### src/rtl/uart_pkg.sv
// Shared UART definitions: parity modes, receiver FSM states, width helper.
package uart_pkg;

    localparam int PAR_NONE = 0;
    localparam int PAR_EVEN = 1;
    localparam int PAR_ODD  = 2;

    // 12 MHz system clock / 230400 baud used by the LD19 lidar link
    localparam int CLK_DIV_LD19 = 52;

    typedef enum logic [2:0] {
        IDLE,
        START,
        DATA,
        PARITY,
        STOP,
        WAIT_HIGH
    } rx_state_t;

    // Bits needed to hold 0..value-1, never less than 1
    function automatic int clog2(input int value);
        int r;
        int v;
        r = 0;
        v = value - 1;
        while (v > 0) begin
            r = r + 1;
            v = v >> 1;
        end
        return (r < 1) ? 1 : r;
    endfunction

endpackage

### src/rtl/uart_rx_sync.sv
// Two-flop synchroniser for an idle-high asynchronous serial line.
module uart_rx_sync (
    input  logic clk,
    input  logic reset,
    input  logic rx,
    output logic rx_s
);

    logic meta;

    // Both flops come out of reset at the idle level so no false start edge is seen
    always_ff @(posedge clk) begin
        if (reset) begin
            meta <= 1'b1;
            rx_s <= 1'b1;
        end else begin
            meta <= rx;
            rx_s <= meta;
        end
    end

endmodule

### src/rtl/uart_rx_frame.sv
// Parametrised UART receiver with glitch-rejecting start, parity/framing checks and
// a valid/ready holding register. Define UART_RX_MAJORITY_EN for 2-of-3 bit voting.
module uart_rx_frame
    import uart_pkg::*;
#(
    parameter int CLK_DIV   = CLK_DIV_LD19,
    parameter int DATA_BITS = 8,
    parameter int PARITY    = PAR_NONE,
    parameter int STOP_BITS = 1
) (
    input  logic                 clk,
    input  logic                 reset,
    input  logic                 rx,
    output logic [DATA_BITS-1:0] out_data,
    output logic                 out_valid,
    input  logic                 out_ready,
    output logic                 out_frame_err,
    output logic                 out_parity_err,
    output logic                 out_overrun,
    output logic                 busy
);

    localparam int CNT_W = clog2(CLK_DIV);
    localparam int IDX_W = clog2(DATA_BITS);
    localparam int HALF  = CLK_DIV / 2;

    localparam logic [CNT_W-1:0] BIT_END   = CNT_W'(CLK_DIV - 1);
    localparam logic [CNT_W-1:0] HALF_END  = CNT_W'(HALF - 1);
    localparam logic [IDX_W-1:0] LAST_DATA = IDX_W'(DATA_BITS - 1);
    localparam logic [IDX_W-1:0] LAST_STOP = IDX_W'(STOP_BITS - 1);

    logic rx_s;
    logic rx_t;    // level used for edge/idle detection
    logic rx_bit;  // value taken at a sample point

    uart_rx_sync u_sync (
        .clk  (clk),
        .reset(reset),
        .rx   (rx),
        .rx_s (rx_s)
    );

`ifdef UART_RX_MAJORITY_EN
    logic rx_d1;
    logic rx_d2;

    always_ff @(posedge clk) begin
        if (reset) begin
            rx_d1 <= 1'b1;
            rx_d2 <= 1'b1;
        end else begin
            rx_d1 <= rx_s;
            rx_d2 <= rx_d1;
        end
    end

    // The whole bit timeline runs one cycle behind rx_s, so at each sample tick
    // rx_d2/rx_d1/rx_s are the values at target-1/target/target+1.
    assign rx_t   = rx_d1;
    assign rx_bit = (rx_s & rx_d1) | (rx_s & rx_d2) | (rx_d1 & rx_d2);
`else
    assign rx_t   = rx_s;
    assign rx_bit = rx_s;
`endif

    rx_state_t            state, state_d;
    logic [CNT_W-1:0]     cnt, cnt_d;
    logic [IDX_W-1:0]     idx, idx_d;
    logic [DATA_BITS-1:0] shreg, shreg_d;
    logic                 par_err, par_err_d;
    logic                 frm_err, frm_err_d;
    logic                 post;
    logic                 tick;

    assign tick = (cnt == BIT_END);
    assign busy = (state != IDLE);

    always_ff @(posedge clk) begin
        if (reset) begin
            state   <= IDLE;
            cnt     <= '0;
            idx     <= '0;
            shreg   <= '0;
            par_err <= 1'b0;
            frm_err <= 1'b0;
        end else begin
            state   <= state_d;
            cnt     <= cnt_d;
            idx     <= idx_d;
            shreg   <= shreg_d;
            par_err <= par_err_d;
            frm_err <= frm_err_d;
        end
    end

    always_comb begin
        state_d   = state;
        cnt_d     = cnt + 1'b1;
        idx_d     = idx;
        shreg_d   = shreg;
        par_err_d = par_err;
        frm_err_d = frm_err;
        post      = 1'b0;

        case (state)
            IDLE: begin
                cnt_d = '0;
                if (!rx_t) state_d = START;
            end

            // Start bit is re-checked at its centre; a high level there was a glitch
            START: begin
                if (cnt == HALF_END) begin
                    cnt_d     = '0;
                    idx_d     = '0;
                    par_err_d = 1'b0;
                    frm_err_d = 1'b0;
                    state_d   = rx_bit ? IDLE : DATA;
                end
            end

            DATA: begin
                if (tick) begin
                    cnt_d   = '0;
                    shreg_d = {rx_bit, shreg[DATA_BITS-1:1]};
                    if (idx == LAST_DATA) begin
                        idx_d   = '0;
                        state_d = (PARITY != PAR_NONE) ? uart_pkg::PARITY : STOP;
                    end else begin
                        idx_d = idx + 1'b1;
                    end
                end
            end

            uart_pkg::PARITY: begin
                if (tick) begin
                    cnt_d     = '0;
                    par_err_d = ((^shreg) ^ rx_bit) != (PARITY == PAR_ODD);
                    state_d   = STOP;
                end
            end

            // A low final stop bit means break or misframing: wait for the line to
            // go high so a held-low line cannot produce a stream of words.
            STOP: begin
                if (tick) begin
                    cnt_d     = '0;
                    frm_err_d = frm_err | ~rx_bit;
                    if (idx == LAST_STOP) begin
                        post    = 1'b1;
                        idx_d   = '0;
                        state_d = rx_bit ? IDLE : WAIT_HIGH;
                    end else begin
                        idx_d = idx + 1'b1;
                    end
                end
            end

            WAIT_HIGH: begin
                cnt_d = '0;
                if (rx_t) state_d = IDLE;
            end

            default: state_d = IDLE;
        endcase
    end

    // Holding register: a new word always wins, even over an unaccepted one
    always_ff @(posedge clk) begin
        if (reset) begin
            out_valid      <= 1'b0;
            out_data       <= '0;
            out_frame_err  <= 1'b0;
            out_parity_err <= 1'b0;
            out_overrun    <= 1'b0;
        end else if (post) begin
            out_valid      <= 1'b1;
            out_data       <= shreg;
            out_frame_err  <= frm_err_d;
            out_parity_err <= par_err;
            out_overrun    <= out_valid && !out_ready;
        end else if (out_valid && out_ready) begin
            out_valid <= 1'b0;
        end
    end

endmodule

### config.mk
export PLATFORM = sky130hd
export DESIGN_NAME = uart_rx_frame
export DESIGN_NICKNAME = d
export VERILOG_FILES = /design/src/rtl/uart_pkg.sv /design/src/rtl/uart_rx_sync.sv /design/src/rtl/uart_rx_frame.sv
export SDC_FILE = /design/constraint.sdc
export NUM_CORES = 1
export LEC_CHECK = 0
export ABC_CLOCK_PERIOD_IN_PS = 1800
export BUFFER_PORTS_ARGS = -buffer_cell sky130_fd_sc_hd__clkbuf_2
export CORE_MARGIN = 4
export CORE_UTILIZATION = 40
export CTS_BUF_LIST = sky130_fd_sc_hd__clkbuf_4 sky130_fd_sc_hd__clkbuf_8
export DETAILED_ROUTE_END_ITERATION = 7
export MAX_ROUTING_LAYER = met4
export SYNTH_ARGS = -nofsm -noshare
export SYNTH_HDL_FRONTEND = slang
export SYNTH_SLANG_ARGS = --single-unit
### constraint.sdc
create_clock -name clk -period 1.8 [get_ports clk]
set_input_delay 0.09 -clock clk [delete_from_list [all_inputs] [get_ports clk]]
set_output_delay 0.09 -clock clk [all_outputs]
set_load 0.03 [all_outputs]
==> results by group <==
Run status
  • Outcome: finished clean

Drt
  • Vias per cell: 5.04
  • Pre-antenna DRT Iters: 4
  • Antenna viol nets, final: 0
  • DRT Wirelength: 3470 microns
  • Routed via count: 1,380
  • Iteration-0 DRC Markers: 39
  • WL/cell: 12.7 microns
  • # DRC: 0

CTS
  • Num CTS Buffers: 5
  • Root cell of the clock tree: clkbuf_8
  • CTS tree: yes
  • Clk slew on worst S/H paths: 0.07 ns
  • H-tree levels: 2
  • Clock Path Buffers: 2
  • Clock sinks: 36
  • Clock latency on the worst-skew pair: 0.28 ns

Timing
  • Fin. max-slew vios: 0
  • Fmax: 573 MHz
  • Clock period minus worst slack: 1.75 ns
  • RSZ-0062 raised after global routing: yes
  • Setup TNS: 0 ns
  • Final hold violation count: 0
  • Skew final: 0.00506 ns
  • Hold Slack: 0.116 ns
  • Final period util: 97.0%
  • Worst slew margin: 64.7%
  • Actual slew at the worst max-slew pin: 0.516 ns
  • Setup violations, final: 0

Logic synthesis
  • Post-Syn Nets: 197
  • Fraction of registers with async set/reset: 0%
  • Synth area leaders: dfxtp_1, nor2_1, mux2i_1
  • Cells after synthesis: 188
  • EDFF count, synth: 0
  • Largest area contributor in the netlist: dfxtp_1
  • Syn Area/Cell: 8.92 sq um
  • #FFs+latches synth: 36
  • Netlist cell types: 42
  • Yosys top cell area share: 43.0%
  • Sequential-to-total area share from yosys stat: 43.0%
  • Ys flop type: dfxtp_1
  • Yosys warning total: 0
  • Mapped cell area: 1680 sq um

Placed design
  • Gp weighted congestion: 0.853
  • Detail Placement HPWL: 2510 microns
  • Placed inst area: 1910 sq um
  • Port Buffer Count: 16

Power
  • Worst ir drop on vdd: 464 uV
  • Cell Pwr Density: 966 nW/um^2
  • Leak Pwr: 0.895 nW

Layout
  • Layout cell share with drive strength beyond 1: 29.0%
  • Ant. Diodes: 0
  • Most frequent cells in the layout: dfxtp_1, nor2_1, nand2_1
  • Most common cell after layout, fill and taps aside: dfxtp_1
  • Fin nets: 232
  • Area grow syn2layout: 25.5%
  • Filler cells: 396
  • Design Area, Final: 2100 sq um

Hold path
  • HP Class: primary input to register
  • Hold Crit Depth: 3
  • Hold path start: out_ready
  • WHS Endpoint: out_valid

Global route
  • Initial antenna violation count: 0
  • Global Route Usage Sum: 14.3%
  • Overflow after GRT: 0
  • Maximum number of pins on one net before global-route repair: 18
  • Number of global-route vias before repair: 1,294
  • First-pass GRT wire length: 5730 microns

Setup path
  • Nature of the critical path startpoint: register
  • CP Class: register to register
  • WP data required: 2.03 ns
  • Critical Path AT: 1.97 ns
  • Cells on worst reg2reg path: 7
  • RR Startpoint: cnt[0]
  • FF-to-FF setup slack: 0.05 ns
  • CP endpoint kind: register
  • Reg-to-reg endpoint: state[1]
  • Max FO, Critical Path: 4

Die
  • Die Width: 72.7 microns
  • Starting Density: 41.6%
  • I/O pin cnt: 17
  • Core area: 4030 sq um
  • Die ar.: 5290 sq um
  • Die extent in y: 72.7 microns
  • Row count: 23

Run
  • MaxCap Viol Count: 0
## cells in the mapped netlist (2+ instances only)
| library cell | instances |
|---|---|
| dfxtp_1 | 36 |
| nor2_1 | 29 |
| nand2_1 | 23 |
| a21oi_1 | 14 |
| mux2i_1 | 10 |
| xnor2_1 | 6 |
| clkbuf_1 | 5 |
| ha_1 | 5 |
| inv_1 | 5 |
| buf_2 | 4 |
| nand3_1 | 4 |
| xor2_1 | 4 |
| nand2b_1 | 3 |
| nor3_1 | 3 |
| or2_2 | 3 |
| a21o_1 | 2 |
| a22oi_1 | 2 |
| and3_1 | 2 |
| nor2b_1 | 2 |
| nor3b_1 | 2 |
| o21ai_0 | 2 |
| or3_1 | 2 |
## worst max path at each step
stage | slack (ns) | to | cells after the start | start
after global placement | 0.05 | state[2] | 8 | cnt[1]
after CTS | 0.02 | state[0] | 8 | cnt[1]
final | 0.05 | state[1] | 7 | cnt[0]
after detailed placement | -0.02 | state[0] | 7 | cnt[1]
after floorplan | 0.06 | shreg[1] | 7 | cnt[0]
after global routing | -0.04 | state[2] | 8 | cnt[0]
## report_power, final
part | internal (W) | switching, W
registers | 0.000832 | 0.0000453
logic | 0.000262 | 0.000298
clock network | 0.000312 | 0.000283
## flip-flops by register name, summed over array words and instances, names as in the netlist
signal and count:
par_err 1, u_sync.meta 1, state 3, out_data 8
shreg 8, frm_err 1, out_parity_err 1, out_valid 1
out_overrun 1, idx 3, cnt 6, u_sync.rx_s 1
out_frame_err 1
## through the flow
step / std cells / utilization [%] / setup slack (ns) / power [W]
3_3_place_gp: 261 / 47.4 / 0.0484 / 0.00139
4_1_cts: 270 / 50.2 / 0.0225 / 0.00201
3_5_place_dp: 261 / 47.4 / -0.0186 / 0.00140
5_1_grt: 274 / 52.2 / -0.0373 / 0.00214
6_report: 274 / 52.2 / 0.0534 / 0.00203
2_1_floorplan: 188 / - / 0.0625 / 0.00123
## per-layer routing
metal | global-route usage [%] | routed length, microns | vias up
li1 | - | - | 709
met1 | 17.6 | 1530 | 635
met2 | 22.7 | 1740 | 30
met3 | 4.13 | 160 | 6
met4 | 4.30 | 46 | 0
met5 | - | 0 | -
## critical path, cell delays in order (launching register included)
cell and delay [ns]:
dfxtp_4 0.37, ha_4 0.13, and4bb_2 0.26, nand2_4 0.07, buf_6 0.13, a2111oi_4 0.37, buf_4 0.20, a32o_1 0.16
## final cells by class
class / count / area (sq um) / area share (%)
clock buffers: 6 / 82.6 / 3.92
repair buffers: 38 / 268 / 12.7
well taps: 50 / 62.6 / 2.97
inverters: 5 / 18.8 / 0.892
clock inverters: 2 / 13.8 / 0.654
flip-flops and latches: 36 / 728 / 34.6
multi-input cells: 137 / 931 / 44.2
## timing repair
item | in CTS | in global routing
setup buffers | 0 | 4
hold buffers | 1 | 0
setup endpoints to repair | 3 | 17
gates resized for setup | 2 | 13
endpoints found under the hold margin | 1 | 0
pin swaps | 0 | 3
## cells by family (layout without fill, tap and decap cells)
family / count (synthesis) / count (layout) / synth area share, %
flops: 36 / 36 / 43.0
mux: 11 / 11 / 6.64
buf+inv: 15 / 51 / 4.10
xor+xnor: 11 / 11 / 6.57
simple gates: 79 / 79 / 22.5
compound gates: 31 / 31 / 13.5
fa+ha+maj: 5 / 5 / 3.73
Note: power is estimated with default switching activity, not from simulation.
